<file path="src/rtl/pkt_tx_pkg.sv">
// Shared register map, command/status bit positions, FSM states and default
// framing words for the packet transmit engine.
package pkt_tx_pkg;

  localparam logic [2:0] REG_CMD    = 3'd0;
  localparam logic [2:0] REG_STATUS = 3'd1;
  localparam logic [2:0] REG_LEN    = 3'd2;
  localparam logic [2:0] REG_BUF    = 3'd3;
  localparam logic [2:0] REG_GAP    = 3'd4;

  localparam int CMD_START = 0;
  localparam int CMD_ABORT = 1;
  localparam int CMD_LOOP  = 2;
  localparam int CMD_CLRW  = 3;

  localparam int STAT_BUSY = 0;
  localparam int STAT_DONE = 1;
  localparam int STAT_ERR  = 2;

  typedef enum logic [2:0] {
    S_IDLE, S_HDR0, S_HDR1, S_LENB, S_PAY, S_TRL0, S_TRL1, S_GAP
  } state_t;

  localparam logic [7:0] DEF_HDR0 = 8'hDE;
  localparam logic [7:0] DEF_HDR1 = 8'hAD;
  localparam logic [7:0] DEF_TRL0 = 8'hBE;
  localparam logic [7:0] DEF_TRL1 = 8'hEF;

endpackage

</file>
<file path="src/rtl/pkt_tx_buf.sv">
// Payload storage: synchronous write from the register port, combinational
// read addressed by the engine's payload counter. Storage is not reset.
module pkt_tx_buf #(
  parameter int DATA_W = 8,
  parameter int DEPTH  = 16
) (
  input  logic                     clk,
  input  logic                     we,
  input  logic [$clog2(DEPTH)-1:0] waddr,
  input  logic [DATA_W-1:0]        wdata,
  input  logic [$clog2(DEPTH)-1:0] raddr,
  output logic [DATA_W-1:0]        rdata
);

  logic [DATA_W-1:0] mem [DEPTH];

  always_ff @(posedge clk) begin
    if (we) mem[waddr] <= wdata;
  end

  assign rdata = mem[raddr];

endmodule

</file>
<file path="src/rtl/pkt_tx_engine.sv">
// Register-programmed packet transmitter: frames buf[0..LEN-1] as
// HDR0 HDR1 LEN payload TRL0 TRL1 on a valid/ready byte stream.
import pkt_tx_pkg::*;

module pkt_tx_engine #(
  parameter int                DATA_W = 8,
  parameter int                DEPTH  = 16,
  parameter logic [DATA_W-1:0] HDR0   = DATA_W'(DEF_HDR0),
  parameter logic [DATA_W-1:0] HDR1   = DATA_W'(DEF_HDR1),
  parameter logic [DATA_W-1:0] TRL0   = DATA_W'(DEF_TRL0),
  parameter logic [DATA_W-1:0] TRL1   = DATA_W'(DEF_TRL1)
) (
  input  logic              clk,
  input  logic              rst,
  input  logic [2:0]        addr,
  input  logic              wr,
  input  logic [DATA_W-1:0] wr_data,
  input  logic              rd,
  output logic [DATA_W-1:0] rd_data,
  output logic              tx_en,
  output logic [DATA_W-1:0] tx_data,
  output logic              tx_sof,
  output logic              tx_eof,
  input  logic              tx_ready
);

  localparam int LEN_W = $clog2(DEPTH + 1);
  localparam int AW    = $clog2(DEPTH);
  localparam logic [LEN_W-1:0] MAX_LEN = LEN_W'(DEPTH);

  state_t            state;
  logic [LEN_W-1:0]  len_reg, len_q, pcnt;
  logic [DATA_W-1:0] gap_reg, gcnt, buf_rdata, rd_val;
  logic [AW-1:0]     wptr;
  logic              loop_reg, done, err;
  logic              busy, accepted, buf_we;
  logic              wr_cmd, wr_stat, wr_len, wr_buf, wr_gap;
  logic              cmd_start, cmd_abort, start_ok, err_set, to_idle;

  assign busy     = (state != S_IDLE);
  assign accepted = tx_en && tx_ready;
  assign wr_cmd   = wr && (addr == REG_CMD);
  assign wr_stat  = wr && (addr == REG_STATUS);
  assign wr_len   = wr && (addr == REG_LEN);
  assign wr_buf   = wr && (addr == REG_BUF);
  assign wr_gap   = wr && (addr == REG_GAP);

  // Abort takes precedence: a start issued alongside it is simply dropped.
  assign cmd_abort = wr_cmd && wr_data[CMD_ABORT];
  assign cmd_start = wr_cmd && wr_data[CMD_START] && !wr_data[CMD_ABORT];
  assign start_ok  = cmd_start && !busy && (len_reg <= MAX_LEN);
  assign err_set   = (cmd_start && (busy || (len_reg > MAX_LEN))) ||
                     ((wr_buf || wr_len || wr_gap) && busy);
  assign to_idle   = (state == S_TRL1) && accepted && !loop_reg && !cmd_abort;
  assign buf_we    = wr_buf && !busy;

  pkt_tx_buf #(.DATA_W(DATA_W), .DEPTH(DEPTH)) u_buf (
    .clk   (clk),
    .we    (buf_we),
    .waddr (wptr),
    .wdata (wr_data),
    .raddr (pcnt[AW-1:0]),
    .rdata (buf_rdata)
  );

  always_comb begin
    rd_val = '0;
    case (addr)
      REG_CMD:    rd_val[CMD_LOOP] = loop_reg;
      REG_STATUS: begin
        rd_val[STAT_BUSY] = busy;
        rd_val[STAT_DONE] = done;
        rd_val[STAT_ERR]  = err;
      end
      REG_LEN:    rd_val = DATA_W'(len_reg);
      REG_GAP:    rd_val = gap_reg;
      default:    rd_val = '0;
    endcase
  end

  // Register file, sticky status and read-back
  always_ff @(posedge clk or posedge rst) begin
    if (rst) begin
      len_reg  <= '0;
      gap_reg  <= '0;
      wptr     <= '0;
      loop_reg <= 1'b0;
      done     <= 1'b0;
      err      <= 1'b0;
      rd_data  <= '0;
    end else begin
      if (wr_cmd) loop_reg <= wr_data[CMD_LOOP] && !wr_data[CMD_ABORT];
      if (wr_cmd && wr_data[CMD_CLRW]) wptr <= '0;
      else if (buf_we)                 wptr <= wptr + AW'(1);
      if (wr_len && !busy) len_reg <= wr_data[LEN_W-1:0];
      if (wr_gap && !busy) gap_reg <= wr_data;
      if (wr_stat && wr_data[STAT_DONE]) done <= 1'b0;
      if (wr_stat && wr_data[STAT_ERR])  err  <= 1'b0;
      if (to_idle) done <= 1'b1;
      if (err_set) err  <= 1'b1;
      if (rd) rd_data <= rd_val;
    end
  end

  // Framing FSM; pcnt always indexes the next payload byte to present
  always_ff @(posedge clk or posedge rst) begin
    if (rst) begin
      state   <= S_IDLE;
      len_q   <= '0;
      pcnt    <= '0;
      gcnt    <= '0;
      tx_en   <= 1'b0;
      tx_data <= '0;
      tx_sof  <= 1'b0;
      tx_eof  <= 1'b0;
    end else if (cmd_abort && busy) begin
      state  <= S_IDLE;
      tx_en  <= 1'b0;
      tx_sof <= 1'b0;
      tx_eof <= 1'b0;
    end else begin
      case (state)
        S_IDLE: if (start_ok) begin
          state   <= S_HDR0;
          len_q   <= len_reg;
          pcnt    <= '0;
          tx_en   <= 1'b1;
          tx_data <= HDR0;
          tx_sof  <= 1'b1;
        end
        S_HDR0: if (accepted) begin
          state   <= S_HDR1;
          tx_data <= HDR1;
          tx_sof  <= 1'b0;
        end
        S_HDR1: if (accepted) begin
          state   <= S_LENB;
          tx_data <= DATA_W'(len_q);
        end
        S_LENB, S_PAY: if (accepted) begin
          if (pcnt == len_q) begin
            state   <= S_TRL0;
            tx_data <= TRL0;
          end else begin
            state   <= S_PAY;
            tx_data <= buf_rdata;
            pcnt    <= pcnt + LEN_W'(1);
          end
        end
        S_TRL0: if (accepted) begin
          state   <= S_TRL1;
          tx_data <= TRL1;
          tx_eof  <= 1'b1;
        end
        S_TRL1: if (accepted) begin
          tx_eof <= 1'b0;
          len_q  <= len_reg;
          pcnt   <= '0;
          if (!loop_reg) begin
            state <= S_IDLE;
            tx_en <= 1'b0;
          end else if (gap_reg == '0) begin
            state   <= S_HDR0;
            tx_data <= HDR0;
            tx_sof  <= 1'b1;
          end else begin
            state <= S_GAP;
            tx_en <= 1'b0;
            gcnt  <= gap_reg - DATA_W'(1);
          end
        end
        S_GAP: begin
          if (!loop_reg) begin
            state <= S_IDLE;
          end else if (gcnt == '0) begin
            state   <= S_HDR0;
            tx_en   <= 1'b1;
            tx_data <= HDR0;
            tx_sof  <= 1'b1;
          end else begin
            gcnt <= gcnt - DATA_W'(1);
          end
        end
        default: state <= S_IDLE;
      endcase
    end
  end

endmodule

</file>
<file path="config.mk">
export PLATFORM = sky130hd
export DESIGN_NAME = pkt_tx_engine
export DESIGN_NICKNAME = d
export VERILOG_FILES = /design/src/rtl/pkt_tx_pkg.sv /design/src/rtl/pkt_tx_buf.sv /design/src/rtl/pkt_tx_engine.sv
export SDC_FILE = /design/constraint.sdc
export NUM_CORES = 1
export LEC_CHECK = 0
export BUFFER_PORTS_ARGS = -buffer_cell sky130_fd_sc_hd__buf_2
export CAP_MARGIN = 20
export CORE_MARGIN = 2
export CORE_UTILIZATION = 60
export CTS_BUF_LIST = sky130_fd_sc_hd__clkbuf_4
export DETAILED_ROUTE_END_ITERATION = 7
export PLACE_DENSITY = 0.87
export REMOVE_ABC_BUFFERS = 1
export SYNTH_ARGS = -nofsm -noshare
export SYNTH_HDL_FRONTEND = slang
export SYNTH_SLANG_ARGS = --single-unit
</file>
<file path="constraint.sdc">
create_clock -name clk -period 7.85 [get_ports clk]
set_input_delay 1.1775 -clock clk [delete_from_list [all_inputs] [get_ports clk]]
set_output_delay 1.1775 -clock clk [all_outputs]
set_load 0.005 [all_outputs]
</file>
==> results of run 1 <==
-- layout make-up --
type | count | area, µm² | area share (%)
timing repair buffer | 42 | 223 | 2.48
multi-input combinational | 378 | 2910 | 32.4
tap | 180 | 225 | 2.51
clock buffer | 20 | 150 | 1.67
sequential | 188 | 5350 | 59.5
clock inverter | 11 | 88.8 | 0.988
inverter | 12 | 45.0 | 0.501
-- metal layers --
| layer | up-vias | wire length (µm) | GRT usage [%] |
|---|---|---|---|
| met4 | 0 | 544 | 9.99 |
| met5 | - | 0 | 0 |
| met3 | 43 | 1550 | 4.79 |
| li1 | 2418 | - | - |
| met1 | 2730 | 7230 | 34.2 |
| met2 | 344 | 9010 | 40.1 |
-- cell families (layout without fill, tap and decap cells) --
family	after synthesis	count (layout)	synth area share [%]
flip-flops	188	188	63.3
AND/OR/NAND/NOR	172	172	9.64
AO/OA/AOI/OAI	123	123	10.0
multiplexers	68	68	13.0
buffers and inverters	45	85	2.30
XOR/XNOR	9	9	0.933
adder cells (fa/ha/maj)	6	6	0.888
-- per-stage QoR --
step,hold slack [ns],instances,utilization (%)
CTS,0.519,828,64.9
floorplan,0.442,578,-
global route,0.551,831,65.0
global placement,0.482,797,63.2
finish,0.523,831,65.0
detailed placement,0.473,797,63.2
-- synthesized netlist by cell type (all sizes together), types with 5 or more instances --
| cell type | number |
|---|---|
| dfrtp | 60 |
| nor3 | 17 |
| clkbuf | 17 |
| buf | 16 |
| nor2 | 47 |
| and2 | 5 |
| mux2i | 16 |
| mux4 | 31 |
| a21oi | 30 |
| xor2 | 7 |
| nand3 | 20 |
| nand2 | 54 |
| nor2b | 5 |
| o21ai | 27 |
| nand2b | 8 |
| mux2 | 21 |
| edfxtp | 128 |
| inv | 12 |
| ha | 6 |
| o22ai | 6 |
-- worst min-delay path by stage --
stage,to,startpoint,cells after the start
final,done,done,2
after global routing,tx_data[1],tx_data[1],1
after floorplan,done,done,2
after detailed placement,done,done,2
after CTS,done,done,2
after global placement,tx_sof,tx_sof,2
-- worst min-delay path, stage by stage (launching register included) --
cell and delay (ns):
dfrtp_1 0.39, nand2_1 0.06, o41ai_1 0.06
-- power by group through the flow --
stage               Clock, mW  Combinational [mW]  Sequential [mW]
floorplan                   0               0.574             1.33
global placement            0               0.767             1.34
detailed placement          0               0.809             1.35
CTS                     0.477               0.813             1.33
global route            0.512               0.904             1.35
finish                  0.470               0.826             1.34
==> metrics.md, run 1 <==
| Metric | Value |
|---|---|
| Status | finished, final reports clean |
| Commonest cells after routing, fill and taps aside | 128 x edfxtp_1, 59 x dfrtp_1, 54 x nand2_1, 47 x nor2_1, 37 x buf_2 |
| Hold Violations, Final | 0 |
| Clk_lat worst skew | 0.57 ns |
| Worst path arrival time | 3.18 ns |
| Drt total wl | 18,300 µm |
| Num rows | 43 |
| Largest net degree at the start of global routing | 61 |
| Cell-by-cell trace of the critical path | nor3_1 -> buf_4 -> and4_1 -> nand2_1 -> nor3_1 |
| VDD IR-drop max | 155 µV |
| Delay of the slowest critical-path stage | 0.88 ns |
| Drt first pass iters | 8 |
| Nets | 661 |
| Vias in the first global route | 5,266 |
| Largest cells by area after synthesis | edfxtp_1 45%, dfrtp_1 18%, mux4_2 8.3%, mux2_2 2.8%, nand2_1 2.4% |
| Synth top area share | 45.5% |
| Htree depth | 4 |
| Crit path max-delay family | simple AND/OR/NAND/NOR gates |
| Sequential share of the synthesized area | 63.3% |
| PortBufs | 34 |
| Post-route cell area | 0.00899 mm² |
| Cts bufs inserted | 17 |
| Setup TNS | 0 ns |
| Core area | 0.0138 mm² |
| DIE AREA | 0.0150 mm² |
| Clock Power Share | 17.8% |
| Critical path type | register to register |
| Post-Syn Area | 0.00845 mm² |
| Setup Skew | 0.0196 ns |
| Post-synth EDFFs | 128 |
| Combinational Power Share | 31.3% |
| Most common cell after layout, fill and taps aside | edfxtp_1 |
| R2r setup slk | 4.86 ns |
| Clk root buf | clkbuf_4 |
| Cell variety after synth | 64 |
| Reg-to-reg endpoint | u_buf.mem[0][0] |
| Initial antenna violation count | 0 |
| Post-CTS Setup Inserts | 0 |
| Via count | 5,535 |
| Switching pwr | 0.968 mW |
| Maxcap violations | 0 |
| HPWL Detailed | 12,000 µm |
| RSZ-0062 raised after global routing | false |
| Drt wl/cell | 22.1 µm |
| Hold Path Class | register to register |
| CTS Hold Bufs | 0 |
| Initial drt markers | 860 |
| Cell taking the most area after synthesis | edfxtp_1 |
| Area growth syn-to-layout | 6.38% |
| Worst-Margin Slew | 1.11 ns |
| WP buf/inv | 1 |
| Top-level port count | 35 |
| CTS tree | done |
| Switching fraction of total power | 36.7% |
| Cts repair resizes | 0 |
| GRT Overall Usage | 25.0% |
| Clock Tree Buf Depth | 2 |
| Starting Density | 61.1% |
| Die W | 123 µm |
| Pwr dens | 294 mW/mm² |
| Reg2reg path depth | 5 |
| # diodes | 0 |
| Final worst path period share | 38.0% |
| Synth Instances | 611 |
| Pre-CTS setup slack | 4.28 ns |
| Slew margin rel. | 25.3% |
| Post-synth ARST share | 31.9% |
| Worst-path clk slew | 0.16 ns |
| Via-to-Cell Ratio | 6.66 |
| Period minus WS final | 2.99 ns |
| Die height | 123 µm |
| Worst setup margin | 4.86 ns |
| Overall Power | 2.64 mW |
| Post-route ant nets | 0 |
| Setup crit end kind | register |
| Syn Area/Cell | 13.8 µm² |
| Synth warn | 0 |
| Flops & latches, synth | 188 |
| Max reg flops | 128 |
| Fillers | 910 |
| Crit path from | state[0] |
| Worst path most repeated cell | nor3_1 |
| Synth Flop Type | edfxtp_1 |
| Worst path slowest cell | nor3_1 |
| First-pass GRT wire length | 27,800 µm |
| Static leakage | 3.19 nW |
| Placed cell areas | 0.00873 mm² |
| Critical Path Fanout Max | 23 |
| Crit path depth | 5 |
| Fmax | 335 MHz |
| Worst EP required | 8.04 ns |
| Gr ovfl total | 0 |
| GP Congestion | 0.939 |
| Setup-failing EPs final | 0 |
| DRC | 0 |
| Most flops, register | u_buf.mem |
| Layout cells sized above 1 | 20.7% |
| CP endpoint | u_buf.mem[0][0] |
| Fin. max-slew vios | 0 |
| Clk sinks | 188 |
| Int Power | 1.67 mW |
| Sequential Power Share | 50.9% |
| Reg-to-Reg Start | state[0] |
| Critical Path Start Type | register |
Note: power is estimated with default switching activity, not from simulation.
==> run 2, diff against run 1 <==
CORE_UTILIZATION = 58   (was 60)
PLACE_DENSITY = 0.88   (was 0.87)
clock period = 2.5 ns   (was 7.85 ns; I/O delays follow)
==> metrics.md, run 2 (synthesized netlist as in run 1, its figures left out) <==
| Metric | Value |
|---|---|
| Status | finished, final reports clean |
| Core area | 0.0144 mm² (+3.9%) |
| Nets | 703 (+6.4%) |
| Vias in the first global route | 5,564 (+5.7%) |
| Overall Power | 8.61 mW (+230%) |
| Reg-to-Reg Start | pcnt[1] |
| CTS tree | done |
| Commonest cells after routing, fill and taps aside | 128 x edfxtp_1, 59 x dfrtp_1, 54 x nand2_1, 47 x nor2_1, 47 x buf_4 |
| Gr ovfl total | 0 (unchanged) |
| Fillers | 972 (+6.8%) |
| Via-to-Cell Ratio | 6.46 (-3.0%) |
| Die W | 125 µm (+1.7%) |
| Crit path from | pcnt[1] |
| Final worst path period share | 92.3% (+54 points) |
| Critical Path Start Type | register |
| Most common cell after layout, fill and taps aside | edfxtp_1 |
| Clk root buf | clkbuf_4 |
| Final core utilization | 65.3% (+0.27 points) |
| Worst EP required | 3.02 ns (-5.02 ns) |
| Clk sinks | 188 (unchanged) |
| HPWL Detailed | 13,600 µm (+13%) |
| PortBufs | 34 (unchanged) |
| Min-delay src | rd |
| Critical Path Fanout Max | 9 (-61%) |
| Crit path max-delay family | simple AND/OR/NAND/NOR gates |
| Setup crit end kind | register |
| WP buf/inv | 1 (unchanged) |
| Worst path arrival time | 2.83 ns (-0.35 ns) |
| Cell-by-cell trace of the critical path | buf_4 -> xor2_1 -> nor3_1 -> nand2_1 -> o221a_2 -> o211ai_1 -> o21a_1 |
| Placed cell areas | 0.00909 mm² (+4.1%) |
| Fmax | 433 MHz (+29%) |
| Setup-failing EPs final | 0 (unchanged) |
| Pwr dens | 918 mW/mm² (+210%) |
| Maxcap violations | 0 (unchanged) |
| # diodes | 0 (unchanged) |
| Initial drt markers | 803 (-6.6%) |
| DRC | 0 (unchanged) |
| Drt total wl | 19,000 µm (+3.5%) |
| Via count | 5,674 (+2.5%) |
| RSZ-0062 raised after global routing | false |
| Fin. max-slew vios | 0 (unchanged) |
| Post-route cell area | 0.00938 mm² (+4.3%) |
| Static leakage | 3.44 nW (+7.6%) |
| Setup Skew | 0.0183 ns (-0.00134 ns) |
| Storage cell area | 0.00535 mm² (unchanged) |
| Die height | 125 µm (+1.7%) |
| Drt wl/cell | 21.6 µm (-2.0%) |
| Slew margin rel. | 53.4% (+28 points) |
| Post-route ant nets | 0 (unchanged) |
| Period minus WS final | 2.31 ns (-0.679 ns) |
| Layout cells sized above 1 | 25.5% (+4.8 points) |
| Area growth syn-to-layout | 11.0% |
| Multi-input gate area | 0.00291 mm² (about the same) |
| Htree depth | 4 (unchanged) |
| Top-level port count | 35 (unchanged) |
| Num rows | 44 (+2.3%) |
| Starting Density | 58.8% (-2.3 points) |
| Worst path slowest cell | dfrtp_1 |
| Hold Path Class | input pin to register |
| Most flops, register | u_buf.mem |
| Hold Violations, Final | 0 (unchanged) |
| Largest net degree at the start of global routing | 31 (-49%) |
| GRT Overall Usage | 25.2% (+0.18 points) |
| Worst hold slack | 0.140 ns (-0.382 ns) |
| Critical path type | register to register |
| First-pass GRT wire length | 29,900 µm (+7.7%) |
| Setup TNS | 0 ns (unchanged) |
| VDD IR-drop max | 488 µV (+210%) |
| Clk_lat worst skew | 0.58 ns (about the same) |
| Clock Tree Buf Depth | 2 (unchanged) |
| Initial antenna violation count | 0 (unchanged) |
| GP Congestion | 1.01 (+7.5%) |
| Max reg flops | 128 (unchanged) |
| Worst-Margin Slew | 0.700 ns (-0.412 ns) |
| Drt first pass iters | 5 (-3) |
| Delay of the slowest critical-path stage | 0.48 ns (-0.40 ns) |
| Worst-path clk slew | 0.16 ns (about the same) |
| DIE AREA | 0.0155 mm² (+3.3%) |
| Cts bufs inserted | 17 (unchanged) |
[run 2: cell count changes in the layout (fill, tap and decap cells not counted), sizes merged]
cell         change
buf             +41
inv              +4
clkinv           -2
bufinv           +1
clkbuf           -1
clkinvlp         -1
dlygate4sd3      +1
[run 2: layout make-up]
class	count	share of cell area, %
timing repair buffer	84	6.11
multi-input combinational	378	31.0
inverter	12	0.480
sequential	188	57.0
clock inverter	13	1.39
tap	184	2.45
clock buffer	19	1.52
[run 2: layer usage]
| layer | part of all wire [%] | vias to the layer above | GRT usage [%] |
|---|---|---|---|
| met1 | 40 | 2862 | 34.0 |
| li1 | - | 2504 | - |
| met5 | 0 | - | 0 |
| met4 | 3.1 | 0 | 9.98 |
| met3 | 7.9 | 45 | 6.19 |
| met2 | 49 | 263 | 40.1 |
[run 2: worst paths after layout]
kind | endpoint | slack [ns] | depth (start not counted)
setup / recovery | state[0] | 0.19 | 7
hold / removal | rd_data[0] | 0.14 | 2
setup reg to reg | state[0] | 0.19 | 7
hold reg to reg | tx_eof | 0.51 | 2
max in group asynchronous | wptr[2] | 1.43 | 4
min in group asynchronous | gcnt[4] | 0.37 | 3
[run 2: stage by stage]
step           setup WS, ns  instances
2_1_floorplan        -0.308        578
3_3_place_gp          0.281        845
3_5_place_dp          0.249        845
4_1_cts               0.235        878
5_1_grt              0.0110        878
6_report              0.192        878
[run 2: worst register-to-register path, cell delays in order (launching register included)]
cell	delay (ns)
dfrtp_1	0.48
buf_4	0.22
xor2_1	0.18
nor3_1	0.45
nand2_1	0.30
o221a_2	0.32
o211ai_1	0.16
o21a_1	0.15
[run 2: where the power goes]
group          total [mW]  leakage [nW]  switching [mW]  internal, mW
combinational        2.95          1.39            1.66          1.29
clock                1.60         0.151            1.05         0.545
sequential           4.06          1.90           0.369          3.69
total                8.61          3.44            3.09          5.52
[run 2: repair_timing]
action / in CTS / in global routing
hold buffers: 1 / 0
resized for setup: 0 / 1
setup buffers: 0 / 0
endpoints found under the hold margin: 23 / 0
endpoints found under the setup margin: 0 / 1
==> run 3, diff against run 2 <==
==> constraint.sdc (replaced) <==
create_clock -name clk -period 2.5 [get_ports clk]
set_input_delay 0.25 -clock clk [delete_from_list [all_inputs] [get_ports clk]]
set_output_delay 0.25 -clock clk [all_outputs]
set_load 0.005 [all_outputs]
==> metrics.md, run 3 (synthesized netlist as in run 1, its figures left out) <==
| Metric | Value |
|---|---|
| Status | finished, final reports clean |
| Drt total wl | 19,400 µm (+2.5%) |
| Htree depth | 4 (unchanged) |
| Top-level port count | 35 (unchanged) |
| Via count | 5,756 (+1.4%) |
| Worst setup margin | 0.167 ns (-0.0248 ns) |
| Reg-to-reg endpoint | tx_data[2] |
| Die W | 125 µm (unchanged) |
| Clock Tree Buf Depth | 2 (unchanged) |
| Fin. max-slew vios | 0 (unchanged) |
| CTS tree | done |
| Worst-Margin Slew | 0.663 ns (-0.0362 ns) |
| First-pass GRT wire length | 31,000 µm (+3.9%) |
| Crit path from | len_reg[1] |
| Hold path depth | 2 (unchanged) |
| Pre-CTS setup slack | 0.0771 ns (-0.172 ns) |
| Reg-to-Reg Start | len_reg[1] |
| Overall Power | 8.75 mW (+1.7%) |
| Static leakage | 3.43 nW (-0.30%) |
| Drt first pass iters | 6 (+1) |
| Largest net degree at the start of global routing | 31 (unchanged) |
| Reg2reg path depth | 6 (-1) |
| Hold Violations, Final | 0 (unchanged) |
| Initial drt markers | 856 (+6.6%) |
| GRT Overall Usage | 25.9% (+0.69 points) |
| Initial antenna violation count | 0 (unchanged) |
| CP endpoint | tx_data[2] |
| Worst EP required | 2.97 ns (-0.05 ns) |
| PortBufs | 34 (unchanged) |
| Cell-by-cell trace of the critical path | o41ai_1 -> a41o_1 -> a21boi_4 -> nand3_2 -> a211o_1 -> o32a_1 |
| Critical Path Fanout Max | 5 (-4) |
| Hold Path Class | input pin to register |
| Post-route ant nets | 0 (unchanged) |
| Clk root buf | clkbuf_4 |
| Layout cells sized above 1 | 25.4% (-0.11 points) |
| RSZ-0062 raised after global routing | false |
| Clk sinks | 188 (unchanged) |
| Num rows | 44 (unchanged) |
| HPWL Detailed | 13,400 µm (-1.2%) |
| GP Congestion | 1.00 (-0.75%) |
| Starting Density | 58.8% (unchanged) |
| Core area | 0.0144 mm² (unchanged) |
| Maxcap violations | 0 (unchanged) |
| Multi-input gate area | 0.00292 mm² (+0.22%) |
| Gr ovfl total | 0 (unchanged) |
| Period minus WS final | 2.33 ns (+0.0248 ns) |
| Critical Path Start Type | register |
| Post-CTS Setup Inserts | 0 (unchanged) |
| Slew margin rel. | 55.8% (+2.4 points) |
| DIE AREA | 0.0155 mm² (unchanged) |
| Setup TNS | 0 ns (unchanged) |
| Fmax | 429 MHz (-1.1%) |
| Worst path arrival time | 2.81 ns (-0.02 ns) |
| Via-to-Cell Ratio | 6.59 (+2.0%) |
| Worst-path clk slew | 0.16 ns (about the same) |
| Setup-failing EPs final | 0 (unchanged) |
| Setup Skew | 0.0294 ns (+0.0112 ns) |
| Crit path max-delay family | compound AO/OA/AOI/OAI gates |
| Nets | 698 (-0.71%) |
| Clk_lat worst skew | 0.59 ns (about the same) |
| Most flops, register | u_buf.mem |
| Critical path type | register to register |
| DRC | 0 (unchanged) |
| Max reg flops | 128 (unchanged) |
| Vias in the first global route | 5,745 (+3.3%) |
| Most common cell after layout, fill and taps aside | edfxtp_1 |
| VDD IR-drop max | 461 µV (-5.5%) |
| WP buf/inv | 0 (-1) |
| Worst path slowest cell | o41ai_1 |
| Pwr dens | 933 mW/mm² (+1.7%) |
| Cts bufs inserted | 17 (unchanged) |
| Setup crit end kind | register |
| Delay of the slowest critical-path stage | 0.49 ns (about the same) |
| Commonest cells after routing, fill and taps aside | 128 x edfxtp_1, 59 x dfrtp_1, 54 x nand2_1, 47 x nor2_1, 42 x buf_4 |
| R2r setup slk | 0.17 ns (-0.02 ns) |
| Inst Count DP | 840 (-0.59%) |
| Fillers | 954 (-1.9%) |
| # diodes | 0 (unchanged) |
| Final worst path period share | 93.3% (+0.99 points) |
| Crit path depth | 6 (-1) |
| Die height | 125 µm (unchanged) |
| Non-Filler Instances | 873 (-0.57%) |
| Drt wl/cell | 22.3 µm (+3.1%) |
| Area growth syn-to-layout | 11.0% (unchanged) |
| Storage cell area | 0.00535 mm² (unchanged) |
-- run 3: cell type report --
class                   instances  share of cell area, %
clock buffers                  19                   1.52
clock inverters                13                   1.72
inverters                      12                  0.480
multi-input cells             378                   31.1
flip-flops and latches        188                   57.0
well taps                     184                   2.45
repair buffers                 79                   5.71
-- run 3: routing by layer --
layer,GRT usage [%],vias to the layer above,part of all wire [%]
met5,0,-,0
met4,9.05,0,2.7
met3,4.60,58,8.1
met2,42.6,303,50
met1,35.3,2911,40
li1,-,2484,-
-- run 3: worst min-delay path by stage --
stage | from | endpoint | slack (ns)
6_report | rd | rd_data[0] | 0.03
5_1_grt | wr_data[5] | u_buf.mem[10][5] | 0.04
4_1_cts | rd | rd_data[0] | 0.003
3_5_place_dp | rst | gcnt[3] | 0.27
3_3_place_gp | rst | gcnt[3] | 0.27
2_1_floorplan | rd | rd_data[0] | 0.33
-- run 3: worst reg2reg max path: cells and delay by family, from the launching register on --
family | cells | cell delay [ns]
AOI/OAI and AO/OA | 5 | 1.66
DFF | 1 | 0.44
and+or+nand+nor | 1 | 0.13
-- run 3: metrics by stage --
step                hold slack [ns]  cell area [µm²]  util (%)
finish                       0.0349             9380      65.3
global route                 0.0370             9380      65.3
CTS                         0.00335             9370      65.2
detailed placement            0.273             9060      63.0
global placement              0.269             9060      63.0
floorplan                     0.335             8300         -
-- run 3: where the power goes --
group | internal, mW | switching, mW
logic | 1.26 | 1.67
registers | 3.69 | 0.387
clock network | 0.724 | 1.02
-- run 3: what timing repair did --
item | CTS | global route
hold buffers | 1 | 0
endpoints found under the setup margin | 0 | 5
hold endpoints to repair | 18 | 0
resized for setup | 0 | 3
